File: src/rtl/apple_video_pkg.sv
// rtl/apple_video_pkg.sv - shared types, constants and row-address helper for text fetch
package apple_video_pkg;

  localparam logic [15:0] TEXT_BASE      = 16'h0400;
  localparam logic [15:0] TEXT_PAGE2_OFS = 16'h0400;
  localparam int          ROW_WORDS      = 20;
  localparam int          TEXT_ROWS      = 24;

  typedef enum logic [1:0] {
    ST_IDLE,
    ST_FETCH,
    ST_DRAIN,
    ST_DONE
  } text_fetch_state_t;

  // Apple II text rows are interleaved: rows 0,8,16 share a 128-byte block.
  function automatic logic [15:0] text_row_base(input logic [4:0] row, input logic page2);
    logic [15:0] base;
    base = TEXT_BASE + (page2 ? TEXT_PAGE2_OFS : 16'h0000);
    base = base + {6'd0, row[2:0], 7'd0};
    base = base + (16'(row[4:3]) * 16'h0028);
    return base;
  endfunction

endpackage

File: src/rtl/text_line_bank.sv
// rtl/text_line_bank.sv - two-bank 80-character line buffer, four byte-lane RAMs
module text_line_bank #(
  parameter logic [7:0] BLANK_CHAR = 8'hA0
) (
  input  logic        clk,
  input  logic        rst_n,
  input  logic        wr_en,
  input  logic        wr_bank,
  input  logic [4:0]  wr_idx,
  input  logic [3:0]  wr_be,
  input  logic [31:0] wr_data,
  input  logic        rd_bank,
  input  logic [6:0]  rd_col,
  output logic [7:0]  rd_data
);

  logic [3:0][7:0] lane_rd;

  // Lane l holds columns 4*idx+l; address is {bank, column/4}.
  for (genvar l = 0; l < 4; l++) begin : g_lane
    logic [7:0] ram [0:63];

    always_ff @(posedge clk) begin
      if (wr_en && wr_be[l]) begin
        ram[{wr_bank, wr_idx}] <= wr_data[8*l +: 8];
      end
    end

    assign lane_rd[l] = ram[{rd_bank, rd_col[6:2]}];
  end

  always_ff @(posedge clk or negedge rst_n) begin
    if (!rst_n) begin
      rd_data <= BLANK_CHAR;
    end else if (rd_col >= 7'd80) begin
      rd_data <= BLANK_CHAR;
    end else begin
      rd_data <= lane_rd[rd_col[1:0]];
    end
  end

endmodule

File: src/rtl/apple_text_row_fetch.sv
// rtl/apple_text_row_fetch.sv - burst-fetches one text row from VRAM into a ping-pong line buffer
module apple_text_row_fetch #(
  parameter int         ROW_WORDS  = 20,
  parameter logic [7:0] BLANK_CHAR = 8'hA0
) (
  input  logic        clk_logic,
  input  logic        system_reset_n,
  input  logic        start_i,
  input  logic [4:0]  row_i,
  input  logic        page2_i,
  input  logic        col80_i,
  input  logic        swap_i,
  output logic        busy_o,
  output logic        done_o,
  output logic [15:0] video_address_o,
  output logic        video_rd_o,
  input  logic [31:0] video_data_i,
  input  logic [6:0]  rd_col_i,
  output logic [7:0]  rd_char_o,
  output logic        front_col80_o
);

  import apple_video_pkg::*;

  text_fetch_state_t state, state_next;
  logic [4:0]  word_k;
  logic        front_sel;
  logic        back_col80;
  logic        wr_en;
  logic [4:0]  wr_k;
  logic        accept;
  logic [4:0]  wr_idx;
  logic [3:0]  wr_be;
  logic [31:0] wr_data;

  assign accept = start_i && (state == ST_IDLE || state == ST_DONE) &&
                  (row_i < 5'(TEXT_ROWS));

  always_comb begin
    state_next = state;
    case (state)
      ST_IDLE:  if (accept) state_next = ST_FETCH;
      ST_FETCH: if (word_k == 5'(ROW_WORDS - 1)) state_next = ST_DRAIN;
      ST_DRAIN: state_next = ST_DONE;
      ST_DONE:  state_next = accept ? ST_FETCH : ST_IDLE;
      default:  state_next = ST_IDLE;
    endcase
  end

  always_ff @(posedge clk_logic or negedge system_reset_n) begin
    if (!system_reset_n) begin
      state           <= ST_IDLE;
      word_k          <= 5'd0;
      video_address_o <= 16'h0000;
      back_col80      <= 1'b0;
      front_sel       <= 1'b0;
      front_col80_o   <= 1'b0;
      wr_en           <= 1'b0;
      wr_k            <= 5'd0;
    end else begin
      state <= state_next;
      wr_en <= (state == ST_FETCH);
      wr_k  <= word_k;
      if (accept) begin
        word_k          <= 5'd0;
        video_address_o <= text_row_base(row_i, page2_i);
        back_col80      <= col80_i;
      end else if (state == ST_FETCH) begin
        word_k          <= word_k + 5'd1;
        video_address_o <= video_address_o + 16'd2;
      end
      // Nonblocking order gives "swap first": front takes the old back's mode.
      if (swap_i) begin
        front_sel     <= ~front_sel;
        front_col80_o <= back_col80;
      end
    end
  end

  assign busy_o     = (state == ST_FETCH) || (state == ST_DRAIN);
  assign done_o     = (state == ST_DONE);
  assign video_rd_o = (state == ST_FETCH);

  always_comb begin
    wr_idx  = wr_k;
    wr_be   = 4'b0000;
    wr_data = 32'h0000_0000;
    if (back_col80) begin
      wr_be   = 4'b1111;
      wr_data = {video_data_i[23:16], video_data_i[31:24],
                 video_data_i[7:0], video_data_i[15:8]};
    end else begin
      // 40 columns: two main bytes per word, so a lane pair per word.
      wr_idx = {1'b0, wr_k[4:1]};
      if (wr_k[0]) begin
        wr_be   = 4'b1100;
        wr_data = {video_data_i[23:16], video_data_i[7:0], 16'h0000};
      end else begin
        wr_be   = 4'b0011;
        wr_data = {16'h0000, video_data_i[23:16], video_data_i[7:0]};
      end
    end
  end

  text_line_bank #(.BLANK_CHAR(BLANK_CHAR)) u_bank (
    .clk     (clk_logic),
    .rst_n   (system_reset_n),
    .wr_en   (wr_en),
    .wr_bank (~front_sel),
    .wr_idx  (wr_idx),
    .wr_be   (wr_be),
    .wr_data (wr_data),
    .rd_bank (front_sel),
    .rd_col  (rd_col_i),
    .rd_data (rd_char_o)
  );

endmodule

File: config.mk
export PLATFORM = sky130hd
export DESIGN_NAME = apple_text_row_fetch
export DESIGN_NICKNAME = d
export VERILOG_FILES = /design/src/rtl/apple_video_pkg.sv /design/src/rtl/text_line_bank.sv /design/src/rtl/apple_text_row_fetch.sv
export SDC_FILE = /design/constraint.sdc
export NUM_CORES = 2
export LEC_CHECK = 0
export ABC_AREA = 1
export CORE_MARGIN = 1
export CORE_UTILIZATION = 49
export CTS_CLUSTER_DIAMETER = 120
export DETAILED_ROUTE_END_ITERATION = 8
export HOLD_SLACK_MARGIN = 0.1
export PLACE_DENSITY = 0.7
export SYNTH_ARGS = -nofsm -noshare
export SYNTH_HDL_FRONTEND = slang
export SYNTH_SLANG_ARGS = --single-unit
File: constraint.sdc
create_clock -name clk_logic -period 4.5 [get_ports clk_logic]
set_input_delay 0.9 -clock clk_logic [delete_from_list [all_inputs] [get_ports clk_logic]]
set_output_delay 0.9 -clock clk_logic [all_outputs]
set_load 0.02 [all_outputs]
# ---- Yosys cells after proc, flatten, opt, wreduce, memory -nomap -nowiden
# Memory sizes are Yosys's and may differ from the RTL's.
# Cells that the tools add are included.
dict set report op_classes {
  n_addsub 5
  multipliers 1
  magnitude_cmp 3
  eq_ne 6
  muxes 25
  bitwise_logic 1
  reduce_logical 11
}
# op n
set ops {}
lappend ops {{$mux 32} 2}
lappend ops {{$mux 16} 2}
lappend ops {{$add 16x2->16 const B} 1}
lappend ops {{$bmux 8 s2} 1}
lappend ops {{$mux 8} 2}
lappend ops {{$mux 5} 3}
lappend ops {{$add 13x8->14} 1}
lappend ops {{$add 12x10->13} 1}
lappend ops {{$add 11x11->12 const A} 1}
lappend ops {{$mux 11} 1}
lappend ops {{$mux 1} 9}
lappend ops {{$mux 4} 2}
lappend ops {{$pmux 2 s4} 1}
lappend ops {{$ge 7x7->1 const B} 1}
lappend ops {{$logic_and 1x1->1} 6}
lappend ops {{$add 5x1->5 const B} 1}
lappend ops {{$eq 5x5->1 const B} 1}
lappend ops {{$lt 5x5->1 const B} 1}
lappend ops {{$mul 2x3->5 const B} 1}
lappend ops {{$eq 2x2->1 const B} 2}
lappend ops {{$mux 2} 2}
lappend ops {{$lt 2x3->1 const B} 1}
lappend ops {{$eq 2x1->1 const B} 1}
lappend ops {{$logic_not 2->1} 1}
lappend ops {{6 further kinds} 7}
dict set report totals {
  regBits 40
  ram_bits 2048
  input_bits 50
  out_inout_bits 28
  elab_cells 65
  n_memories 4
}
# memory depth word_bits rd rd_ports_with_merged_regs wr line_no
set mem_list {}
lappend mem_list {{u_bank.g_lane[0].ram} 64 8 1 0 1 text_line_bank.sv:21} ;# logic [7:0] ram [0:63];
lappend mem_list {{u_bank.g_lane[1].ram} 64 8 1 0 1 text_line_bank.sv:21}
lappend mem_list {{u_bank.g_lane[2].ram} 64 8 1 0 1 text_line_bank.sv:21}
lappend mem_list {{u_bank.g_lane[3].ram} 64 8 1 0 1 text_line_bank.sv:21}

# ---- Longest topological paths before layout
dict set report depth {
  ltp_word 6
  mapped_depth 18
  depth_no_buf 15
}

# ---- Cells and area by module
# Synthesis repeated with hierarchy kept, for this count alone.
dict set report unflattened {
  cells_unflattened 8182
  hier_area_um2 88099.5
}
# mod instances cells_each area_per_inst_um2 seq_area_each_um2
set by_module_without_submodules {}
lappend by_module_without_submodules {text_line_bank 1 7909 86123.8 61701.7}
lappend by_module_without_submodules {apple_text_row_fetch 1 273 1975.6 775.7}

# ---- Least setup slack after synthesis
# OpenSTA, ideal clock, no wires.
dict set report synth_timing {
  path_type {reg-to-reg}
  from {register back_col80}
  to {memory u_bank.g_lane[0].ram[0][6] (data pin)}
  setup_time_ns 0.702
  t_arrival_ns 3.824
  required_ns 3.798
  slack_ns -0.026
  stages_incl_launch_ff 6
  n_path_buf 2
  period_less_slack_ns 4.526
  path_cell_list {dfrtp_1 -> buf_2 -> nor2_1 -> inv_1 -> clkbuf_1 -> o21ai_0}
}
dict set report synth_between {
  elab_chain_cells 1
}
# element line_no
set synth_rtl {}
lappend synth_rtl {{start: declaration} apple_text_row_fetch.sv:28} ;# logic back_col80;
lappend synth_rtl {{start signal: assignment} apple_text_row_fetch.sv:67} ;# back_col80 <= col80_i;
lappend synth_rtl {{$mux 32} apple_text_row_fetch.sv:88} ;# if (back_col80) begin
lappend synth_rtl {{named net u_bank.wr_data[6]} text_line_bank.sv:11} ;# input logic [31:0] wr_data,
lappend synth_rtl {{end: declaration} text_line_bank.sv:21}
# The timed path passes the listed nets, and every way through them passes these cells.

# ---- Worst setup path after layout
dict set report layout_timing {
  from {register back_col80}
  to {memory u_bank.g_lane[3].ram[3][7] (enable)}
}
dict set report layout_between {
  elab_chain_cells 4
  elab_cells_between_ends 5
  classes_between {mux: 4; reduce/logical: 1}
}
# element line_no
set layout_rtl {}
lappend layout_rtl {{$mux 4} apple_text_row_fetch.sv:88}
lappend layout_rtl {{$logic_and 1x1->1} text_line_bank.sv:24} ;# if (wr_en && wr_be[l]) begin
lappend layout_rtl {{$mux 1} text_line_bank.sv:24}
lappend layout_rtl {{$mux 1 (implied by the code)} text_line_bank.sv:25} ;# ram[{wr_bank, wr_idx}] <= wr_data[8*l +: 8];
lappend layout_rtl {{end: declaration} text_line_bank.sv:21}
# Several ways; a longest one is shown, not always the timed one.

==> results.md <==
* Status: complete, but fails checks
* Violated checks: capacitance limit
* Worst-path fanout max at 12
* Hold_ws at 0.180 ns
* Crit path cell chain: nor2_2 -> buf_4 -> inv_1 -> nand2_2 -> nor3_2 -> buf_4
* Placed Area at 0.0908 sq mm
* Simple-Gate Fraction of Synth Area at 16.2%
* Crit. Startpoint: back_col80$_DFFE_PN0P_
* Clock Tree Root: clkbuf_16
* Wire length per cell at 23.6 um
* DRC Markers at 0
* F_max at 289 MHz
* Initial core utilization at 49.3%
* Clk_lat worst skew at 0.83 ns
* Placer Congestion at between 0.9 and 1
* Area occupied by multi-input gates at about 0.021 sq mm
* Total of max-cap violations at 1
* Core area at 0.174 sq mm
* Final HPWL DP at 135000 um
* DIE AREA at roughly 0.18 sq mm
* 1st-pass router iterations at 6
* Worst EP arrival at 3.99 ns
* Finished Layout Cells at 9964
* Register area share after synthesis at 72.9%
* Final WL at 235000 um
* Top delay family on crit path: simple AND/OR/NAND/NOR gates
* Max Clock Skew at roughly 0.041 ns
* Yosys reg bits at 2087
* Setup repair bufs after CTS at 0
* DP Cell Count at 9595
* Filler Cells Inserted at around 14k
* CP required at about 5 ns
* Setup_tns at 0 ns
* P&R area growth vs syn at 13.4%
* 1st-iter DRT viols at 7457
* CTS tree: done
* Fin crit share at 76.8%
* Max_slew headroom at 1.93%
* Routed length on met2 at 111000 um
* Met3 WL post-DR at 22900 um
* Crit end category: flop
* DRT met1 WL at 88800 um
* Layout Cell Area excl Fill at 0.0971 sq mm
* Register area at 0.0625 sq mm
* Synth Area per Inst at 11.7 sq um
* Xor/xnor cell area share of the yosys netlist at 0.0818%
* Initial antenna violation count at 1
* Slew Viols, Final at 0
* Critical path startpoint category: flop
* Slowest stage cell, crit path: nor3_2
* Buf/Inv on CP at 3
* Commonest cells after routing, fill and taps aside: edfxtp_1, nand2_1, nor2_1, o21ai_0, nand3_1
* Measured slew at the worst slew-check pin at 1.46 ns
* Largest family of logic cells by synthesized area: simple AND/OR/NAND/NOR gates
* Overall power at 49.9 mW
* FF-to-FF Start: back_col80$_DFFE_PN0P_
* Global-route wire length before repair at 347000 um
* ANT nets after route at 0
* Syn Nets at 7407
* WS Path Type: flop to flop
* Hold Fails Final Rpt at 0
* HP Class: input pin to asynchronous set/reset pin
* Post-Syn Instances at 7351
* Mapped cell area at between 0.08 and 0.09 sq mm
* Lkg Pwr at 34.0 nW
* Final #Nets at 7525
* Worst vdd ir at 657 uV
* Final min period at 3.46 ns
* Crit path largest cell delay at 1.27 ns
* Commonest non-fill, non-tap cell in the layout: edfxtp_1
* Cell mode on critical path: buf_4
* I/O pins at 78
* Netlist cell types at 37
* Clk sinks at 2087
* Synth Area in Compound Gates at 6.89%
* Height of the die at 420 um
* Post-synthesis mux area share at 0%
* Vias at 57.6k
* YS warnings at 0
* Pin count of the biggest net entering global routing at between 100 and 150
* Clock transition at the registers of the reported paths at 0.07 ns
* Final setup fails at 0
* Max layer used: met4
* Port buffer count at 76
* H-tree levels at 4
* Total global-route track usage at a little over a quarter
* Clock buffer depth at 3
* DR vias/cell at 5.78
* RSZ-0062 raised after global routing: no
* PD cells at around 510 mW/mm^2
* CTS buffer count at ~200
* Post-CTS sizing at 0
* Vias in the first global route at 54.7k
* Chip width at around 420 um
* Layout cells sized above 1 at 9.92%
* Hold buffers post-CTS at 0
* Adder-Cell Fraction of Synth Area at 0.0876%
* Row count at 153
* Total grt overflow at 0
[report_power, final]
| group | internal (mW) | switching (mW) | leakage, nW | total, mW |
|---|---|---|---|---|
| combinational | 1.83 | 7.25 | 11.8 | 9.07 |
| sequential | 24.2 | 0.259 | 19.1 | 24.4 |
| clock | 9.31 | 7.11 | 3.10 | 16.4 |
[flip-flops by register name, summed over array words and instances, names as in the netlist]
register / flops
u_bank.g_lane.ram: 2048
video_address_o: 15
u_bank.rd_data: 8
word_k: 5
wr_k: 5
state: 2
back_col80: 1
front_col80_o: 1
front_sel: 1
wr_en: 1
[path summary, 6_finish.rpt]
kind,end,slack (ns),cells past startpoint
setup / recovery,u_bank.g_lane[3].ram[3][7]$_DFFE_PP_,1.04,6
min in group clk_logic,video_address_o[15]$_DFFE_PN0P_,0.49,1
setup reg to reg,u_bank.g_lane[3].ram[3][7]$_DFFE_PP_,1.04,6
hold reg to reg,video_address_o[15]$_DFFE_PN0P_,0.49,1
hold / removal,video_address_o[4]$_DFFE_PN0P_,0.18,2
max in group asynchronous,front_sel$_DFFE_PN0P_,3.80,2
[stage by stage]
stage          utilization [%]  worst slack, ns
6_report                  55.9             1.04
5_1_grt                   55.9            0.993
4_1_cts                   55.9             1.16
3_5_place_dp              52.2            0.803
3_3_place_gp              52.2            0.763
2_1_floorplan                -          -0.0257
[Yosys cell counts, drive strengths merged]
master  count  area (sq um)
o211ai    120           901
dfrtp      37           926
or2         5          31.3
nor3      125           626
o22ai      69           432
clkbuf    134           503
a22o        1          8.76
o21a        2          15.0
and3        1          6.26
conb        1          3.75
nand4       2          12.5
xnor2       2          17.5
o21ai     870          4350
a21oi      32           160
a22oi       1          7.51
clkinv      4          15.0
nor2     1398          5250
inv       194           733
o31ai       1          7.51
o221ai      2          17.5
ha          6          75.1
nand3     516          2580
nor4        1          6.26
buf       333          1960
nand2    1438          5400
xor2        6          52.6
dfstp       2          52.6
edfxtp   2048         61500
[per-layer routing]
layer | vias to the layer above | track usage (%)
li1 | 25900 | -
met1 | 28000 | 35.2
met2 | 3155 | 41.8
met3 | 540 | 4.80
met4 | 0 | 13.1
met5 | - | 0
[cell families (layout without fill, tap and decap cells)]
logic type / after synthesis / in the layout
AO/OA/AOI/OAI: 1098 / 1098
XOR/XNOR: 8 / 8
buffers and inverters: 665 / 952
AND/OR/NAND/NOR: 3486 / 3486
other: 1 / 2
flip-flops: 2087 / 2087
adder cells (fa/ha/maj): 6 / 6
[area by class of cell]
cell class,instances,area share [%]
diodes,1,0.00258
clock buffers,265,5.55
clock inverters,103,0.961
inverters,198,0.800
multi-input cells,4599,21.6
flip-flops and latches,2087,64.3
well taps,2325,2.99
repair buffers,386,3.80
Power figures use the tool's default switching activity.
